## src/rtl/rr_mux_arbiter.sv

```systemverilog
`default_nettype none
// ============================================================================
// Module      : rr_mux_arbiter
// Description : Two-requester round-robin arbiter owning a shared 2:1 mux,
//               granting per burst and presenting beats on a valid/ready port.
//               Optional ARB_BURST_LIMIT_EN forces release after MAX_BURST beats.
// Revision    : 1.0 - initial release
// ============================================================================
module rr_mux_arbiter #(
    parameter int WIDTH     = 2,
    parameter int MAX_BURST = 4
) (
    input  logic             clk,
    input  logic             rst,
    input  logic             req0,
    input  logic [WIDTH-1:0] data0,
    input  logic             last0,
    output logic             gnt0,
    input  logic             req1,
    input  logic [WIDTH-1:0] data1,
    input  logic             last1,
    output logic             gnt1,
    output logic             sel,
    output logic             out_valid,
    output logic [WIDTH-1:0] out_data,
    output logic             out_last,
    input  logic             out_ready
);

    localparam logic [1:0] c_ST_IDLE = 2'd0;
    localparam logic [1:0] c_ST_OWN0 = 2'd1;
    localparam logic [1:0] c_ST_OWN1 = 2'd2;

    logic [1:0] r_state;
    logic [1:0] w_state_nxt;
    logic       r_ptr;
    logic       w_ptr_nxt;
    logic       r_gnt0;
    logic       r_gnt1;
    logic       r_sel;
    logic       w_own;
    logic       w_xfer;
    logic       w_end;
    logic       w_limit;

    // Datapath: only the owner is ever visible; IDLE drives zeros.
    assign w_own     = r_gnt0 | r_gnt1;
    assign out_valid = (r_gnt0 & req0) | (r_gnt1 & req1);
    assign out_data  = w_own ? (r_sel ? data1 : data0) : '0;
    assign out_last  = w_own & (r_sel ? last1 : last0);

    assign w_xfer = out_valid & out_ready;
    assign w_end  = w_xfer & (out_last | w_limit);

`ifdef ARB_BURST_LIMIT_EN
    localparam int c_CNT_W = (MAX_BURST > 1) ? $clog2(MAX_BURST) : 1;

    logic [c_CNT_W-1:0] r_beat_cnt;

    assign w_limit = (r_beat_cnt == c_CNT_W'(MAX_BURST - 1));

    // Every ownership change passes through w_end, so clearing there also
    // clears the count on each grant change.
    always_ff @(posedge clk) begin
        if (rst || w_end) begin
            r_beat_cnt <= '0;
        end else if (w_xfer) begin
            r_beat_cnt <= r_beat_cnt + c_CNT_W'(1);
        end
    end
`else
    logic w_unused_cfg;

    // MAX_BURST only matters when the burst limit is built in.
    assign w_unused_cfg = (MAX_BURST > 0);
    assign w_limit      = 1'b0;
`endif

    always_comb begin
        w_state_nxt = r_state;
        w_ptr_nxt   = r_ptr;
        case (r_state)
            c_ST_IDLE: begin
                if (req0 && req1) begin
                    w_state_nxt = r_ptr ? c_ST_OWN1 : c_ST_OWN0;
                end else if (req0) begin
                    w_state_nxt = c_ST_OWN0;
                end else if (req1) begin
                    w_state_nxt = c_ST_OWN1;
                end
            end
            c_ST_OWN0: begin
                if (w_end) begin
                    w_ptr_nxt = 1'b1;
                    if (req1) begin
                        w_state_nxt = c_ST_OWN1;
                    end else if (req0) begin
                        w_state_nxt = c_ST_OWN0;
                    end else begin
                        w_state_nxt = c_ST_IDLE;
                    end
                end
            end
            c_ST_OWN1: begin
                if (w_end) begin
                    w_ptr_nxt = 1'b0;
                    if (req0) begin
                        w_state_nxt = c_ST_OWN0;
                    end else if (req1) begin
                        w_state_nxt = c_ST_OWN1;
                    end else begin
                        w_state_nxt = c_ST_IDLE;
                    end
                end
            end
            default: begin
                w_state_nxt = c_ST_IDLE;
            end
        endcase
    end

    // Grant and select are registered copies of the next-state decode.
    always_ff @(posedge clk) begin
        if (rst) begin
            r_state <= c_ST_IDLE;
            r_ptr   <= 1'b0;
            r_gnt0  <= 1'b0;
            r_gnt1  <= 1'b0;
            r_sel   <= 1'b0;
        end else begin
            r_state <= w_state_nxt;
            r_ptr   <= w_ptr_nxt;
            r_gnt0  <= (w_state_nxt == c_ST_OWN0);
            r_gnt1  <= (w_state_nxt == c_ST_OWN1);
            r_sel   <= (w_state_nxt == c_ST_OWN1);
        end
    end

    assign gnt0 = r_gnt0;
    assign gnt1 = r_gnt1;
    assign sel  = r_sel;

endmodule
`default_nettype wire

```

## config.mk

```make
export PLATFORM = sky130hd
export DESIGN_NAME = rr_mux_arbiter
export DESIGN_NICKNAME = d
export VERILOG_FILES = /design/src/rtl/rr_mux_arbiter.sv
export SDC_FILE = /design/constraint.sdc
export NUM_CORES = 1
export LEC_CHECK = 0
export CAP_MARGIN = 10
export CORE_AREA = 2 2 39 41
export CTS_CLUSTER_SIZE = 25
export DETAILED_ROUTE_END_ITERATION = 10
export DIE_AREA = 0 0 41 43
export PLACE_DENSITY = 0.62
export SYNTH_ARGS = -nofsm -noshare
export SYNTH_HDL_FRONTEND = slang
export SYNTH_SLANG_ARGS = --single-unit
export TNS_END_PERCENT = 1
```

## constraint.sdc

```tcl
create_clock -name clk -period 2.8 [get_ports clk]
set_input_delay 0.28 -clock clk [delete_from_list [all_inputs] [get_ports clk]]
set_output_delay 0.28 -clock clk [all_outputs]
set_load 0.005 [all_outputs]
```

# Yosys cells after proc, flatten, opt, wreduce, memory -nomap -nowiden
# Index checks and enable logic that the tools add are counted.
dict set report word_totals {
  ff_bits 5
  latchBits 0
  ram_bits 0
  rom_bits 0
  in_bits 11
  out_inout_bits 7
  wordCells 38
  mem_count 0
}
dict set report classes {
  n_addsub 0
  mul 0
  div 0
  n_lt_le_gt_ge 0
  eq_ne 6
  n_shift 0
  mux 17
  bitwise 7
  reduce_logical 4
}
# cell n
set ops {}
lappend ops {{two-way mux 2 bit} 11}
lappend ops {{case mux 2 bit (3 select lines)} 1}
lappend ops {{bitwise AND 1 bit} 5}
lappend ops {{== test 2 x 1 -> 1 bit, second input constant} 2}
lappend ops {{== test 2 bit, second input constant} 2}
lappend ops {{two-way mux 1 bit} 4}
lappend ops {{!= test 2 bit, second input constant} 2}
lappend ops {{AND reduction 3 bit} 1}
lappend ops {{logical NOT 2 bit} 1}
lappend ops {{OR 1 bit} 2}
lappend ops {{case mux 1 bit (2 select lines)} 1}
lappend ops {{nonzero test 2 bit} 1}
lappend ops {{logical AND 1 bit} 1}

# Depth between registers and ports, before layout
dict set report depth {
  ltp_word 7
  depth_mapped 5
  ltp_nobuf 4
}

# Worst setup path after synthesis
# No wires, ideal clock.
dict set report synth_timing {
  path_kind {reg-to-reg}
  startpoint {register r_sel (netlist: sel)}
  endpoint {register r_gnt0 (netlist: gnt0)}
  setup_ps 70
  arrival_ps 1277
  t_required_ps 2730
  setup_slack_ps 1454
  path_stages_with_launch 5
  n_path_buf 0
  period_less_slack_ps 1346
  path_cell_list {dfxtp_1 and3b_1 o211a_4 or3_1 a21oi_1}
}
dict set report synth_via {
  elab_chain_cells 7
  elab_cells_between_ends 11
  cone_classes {eq/ne (1); mux (4); bitwise (6)}
}
# item line_no
set synth_rtl {}
lappend synth_rtl {{from (decl)} 40} ;# logic r_sel;
lappend synth_rtl {{from (signal assigned)} 135} ;# r_sel <= (w_state_nxt == c_ST_OWN1);
lappend synth_rtl {{bitwise AND 1 bit} -}
lappend synth_rtl {{OR 1 bit} -}
lappend synth_rtl {{bitwise AND 1 bit} -}
lappend synth_rtl {{bitwise AND 1 bit *} 53} ;# assign w_end = w_xfer & (out_last | w_limit);
lappend synth_rtl {{two-way mux 2 bit, on equally long branches} {105, 93}}
lappend synth_rtl {{case mux 2 bit (3 select lines) *} 82} ;# case (r_state)
lappend synth_rtl {{== test 2 x 1 -> 1 bit *} 133} ;# r_gnt0 <= (w_state_nxt == c_ST_OWN0);
lappend synth_rtl {{to (signal assigned)} 133}
lappend synth_rtl {{to (decl)} 38} ;# logic r_gnt0;
# Mark *: on every way between the ends. The rest lies on a longest branch, timed or not.
# A chain may end at the register's enable or synchronous reset.

# Worst setup path in the final report
dict set report layout_timing {
  startpoint {register r_sel (netlist: sel)}
  endpoint {output port out_last}
}
dict set report layout_via {
  elab_chain_cells 2
  elab_cells_between_ends 3
  cone_classes {mux (1); bitwise (2)}
}
# item line_no
set layout_rtl {}
lappend layout_rtl {{OR 1 bit or two-way mux 1 bit (tied branches)} -}
lappend layout_rtl {{bitwise AND 1 bit *} 50} ;# assign out_last = w_own & (r_sel ? last1 : last0);
lappend layout_rtl {{to (decl)} 26} ;# output logic out_last,
# Marked as above.

==> reports/qor.txt <==
Seq/Total Area, Yosys -> 32.0%
outcome -> finished clean
leak pwr -> 0.206 nW
H-tree Lvls -> 1
residual DRC count -> 0
wire length of the first global-routing pass -> 1100 um
post-synth top area share -> 32.0%
number of buffers added on ports -> 17
number of rows in the core area -> 14
post-route setup TNS -> 0 ps
Worst Path Class, Setup -> reg2out
number of warnings reported in the yosys synthesis log -> 0
height of the die -> 43 um
root buffer cell -> sky130_fd_sc_hd__clkbuf_4
critical path's largest stage delay -> 440 ps
IO Count -> 18
critical path cell sequence -> and3b_1 -> or2_2 -> clkdlybuf4s50_1
most area-hungry cell type in the Yosys netlist -> sky130_fd_sc_hd__dfxtp_1
RSZ-0062 raised after global routing -> false
Die Wd -> 41 um
reported net switching power -> 0.0796 mW
synthesis-stage register bit count -> 5
cell area after synthesis -> 313 um^2
vias in the first global route -> 308
pin count of the biggest net entering global routing -> 9
endpoint type of the worst setup path -> output port
CTS tree -> yes
1st-pass router iterations -> 2
layout filler cell count -> 150
prevailing post-synth register cell -> sky130_fd_sc_hd__dfxtp_1
cell family with the largest share of critical-path delay -> simple AND/OR/NAND/NOR gates
count of antenna-violating nets left after detailed routing -> 0
starting density of the core -> 22.6%
clock buffer count from CTS -> 3
ratio of cells with drive above 1 in the final layout -> 17.9%
setup bufs post-CTS -> 0
cell-internal power -> 0.206 mW
maximum clock rate -> 532 MHz
number of standard cells after synthesis -> 37
clock insertion delay at the later pin of the skew report -> 240 ps
dpl cells -> 68
worst vdd ir -> 0.339 mV
critical path peak fanout -> 8
area share of fa/ha/maj cells after synthesis -> 0%
path type of the worst min-delay path -> reg2reg
Layout area overhead -> 65.2%
number of design-rule violations left by the first detailed-router iteration -> 1
total via count after detailed routing -> 329
average size of a mapped cell -> 8.45 um^2
total global routing track utilization -> 9.57%
antenna violations before repair -> 0
cts hold-fix bufs -> 0
Routed Wire Length -> 728 um
register share of total power -> 35.9%
part of the total power dissipated in combinational logic -> 35.1%
net count of the mapped netlist -> 48
combinational family with the most area after synthesis -> compound AO/OA/AOI/OAI gates
post-layout minimum cycle time -> 1880 ps
Clock Tree Buf Depth -> 2
overall power consumption -> 0.286 mW
clock-pin slew on the worst setup and hold paths -> 50 ps
Worst EP arrival -> 1600 ps
Clock power frac -> 29.0%
die outline area -> 1760 um^2
Yosys cell types -> 23
type of origin of the critical path -> flop
Critical Path RT -> 2520 ps
number of cells in the finished layout apart from fillers -> 72
slew at the pin with the worst max-slew slack -> 250 ps
Maximum Capacitance Violations -> 0
Multi-input gate area -> 196 um^2
area fraction in compound gates after synthesis -> 34.8%
vias per cell -> 4.57
Switching Fraction -> 27.8%
share of synthesized cell area in and, or, nand and nor gates -> 24.8%
relative slew slack -> 83.3%
area taken by flip-flops and latches -> 100 um^2
Ant. Diodes -> 0
XOR/XNOR Fraction of Synth Area -> 0%
Hold Fails Final Rpt -> 0
count of flip-flops with a built-in enable after synthesis -> 0
quantity of gates resized following cts -> 0
final setup skew -> 5.10 ps
GR Overflow Total -> 0
master of the slowest instance on the critical path -> sky130_fd_sc_hd__clkdlybuf4s50_1
last weighted congestion value of the routability-driven placer -> 0.801
ys async rst share -> 0%
routed len/inst -> 10.1 um
power density relative to cell area -> 553 nW/um^2
fraction of synthesized area in multiplexers -> 3.20%
Detailed Place HPWL -> 566 um
# nets final -> 68
total count of max-transition violations in the final report -> 0
placeable core region -> 1380 um^2
Tcrit/Tclk final -> 67.1%
WP buf/inv -> 1
final setup violation count -> 0
cell types occupying the most area after synthesis -> sky130_fd_sc_hd__dfxtp_1 32%, sky130_fd_sc_hd__a21oi_1 11%, sky130_fd_sc_hd__a22o_2 6.4%, sky130_fd_sc_hd__o211a_4 5.6%, sky130_fd_sc_hd__or2_2 4.0%
clk sinks -> 5
==> logic make-up after synthesis <==
kind of cell	Yosys count
buffers and inverters	3
AOI/OAI and AO/OA	15
DFF	5
muxes	1
and+or+nand+nor	13
==> power by group through the flow <==
stage          sequential, mW  clock (mW)  combinational [mW]
2_1_floorplan          0.0973           0              0.0575
3_3_place_gp            0.104           0               0.100
3_5_place_dp            0.105           0               0.101
4_1_cts                 0.103      0.0855               0.102
5_1_grt                 0.106      0.0929               0.113
6_report                0.103      0.0830               0.100
==> worst reg2reg max path, cell delays in order (launching register included) <==
cell	delay (ps)
sky130_fd_sc_hd__dfxtp_1	420
sky130_fd_sc_hd__and3b_1	230
sky130_fd_sc_hd__o211a_4	250
sky130_fd_sc_hd__or3_1	330
sky130_fd_sc_hd__a21oi_1	140
==> per-stage QoR <==
stage                     worst slack (ps)  cell area [um^2]  hold WS [ps]  util [%]
after floorplan                       1450               313           349         -
after global placement                 930               490           583      35.4
after detailed placement               925               490           593      35.4
after CTS                              889               517           597      37.3
after global routing                   830               517           664      37.3
final                                  921               517           586      37.3
==> metal layers <==
layer | vias up | part of all wire, % | GRT usage (%)
met5 | - | 0 | 0
li1 | 174 | - | -
met3 | 0 | 16 | 7.85
met4 | 0 | 0 | 6.00
met1 | 135 | 45 | 9.74
met2 | 20 | 38 | 12.8
==> synth_stat cells, types with 2 or more instances <==
cell                      count
sky130_fd_sc_hd__or2_2        2
sky130_fd_sc_hd__nand3_1      2
sky130_fd_sc_hd__a22o_2       2
sky130_fd_sc_hd__a21oi_1      7
sky130_fd_sc_hd__nor2_1       2
sky130_fd_sc_hd__dfxtp_1      5
==> sequential cells by signal, summed over array words and instances (netlist names) <==
signal	count
gnt0	1
r_state	2
sel	1
r_ptr	1
==> worst paths after layout <==
path | startpoint | depth (start not counted) | slack, ps | end
worst max-delay path | sel | 3 | 920 | out_last
worst min register to register | r_ptr | 2 | 590 | r_ptr
worst max register to register | sel | 4 | 1350 | r_state[0]
worst min-delay path | r_ptr | 2 | 590 | r_ptr
==> placed cells by master, fill, tap and decap left out <==
cell                              instances
sky130_fd_sc_hd__and2b_2                  1
sky130_fd_sc_hd__and2_2                   1
sky130_fd_sc_hd__nand3_1                  2
sky130_fd_sc_hd__o22ai_1                  1
sky130_fd_sc_hd__o211a_4                  1
sky130_fd_sc_hd__dfxtp_1                  5
sky130_fd_sc_hd__clkbuf_4                 3
sky130_fd_sc_hd__or3_1                    1
sky130_fd_sc_hd__inv_1                    1
sky130_fd_sc_hd__a211oi_1                 1
sky130_fd_sc_hd__or2_2                    2
sky130_fd_sc_hd__nand2_1                  1
sky130_fd_sc_hd__clkdlybuf4s50_1         17
sky130_fd_sc_hd__nor2b_1                  1
sky130_fd_sc_hd__a211o_1                  1
sky130_fd_sc_hd__a21oi_1                  7
sky130_fd_sc_hd__clkbuf_1                 1
sky130_fd_sc_hd__mux2i_1                  1
sky130_fd_sc_hd__and3b_1                  1
sky130_fd_sc_hd__a22o_2                   2
sky130_fd_sc_hd__o21ai_0                  1
sky130_fd_sc_hd__nand2b_1                 1
sky130_fd_sc_hd__nor2_1                   2
sky130_fd_sc_hd__a22o_1                   1
==> final cells by class <==
class,instances,share of cell area (%)
Tap cell,16,3.87
Multi-Input combinational cell,29,38.0
Timing Repair Buffer,17,32.9
Sequential cell,5,19.4
Clock buffer,4,5.08
Inverter,1,0.726
(Power assumes the default switching activity.)
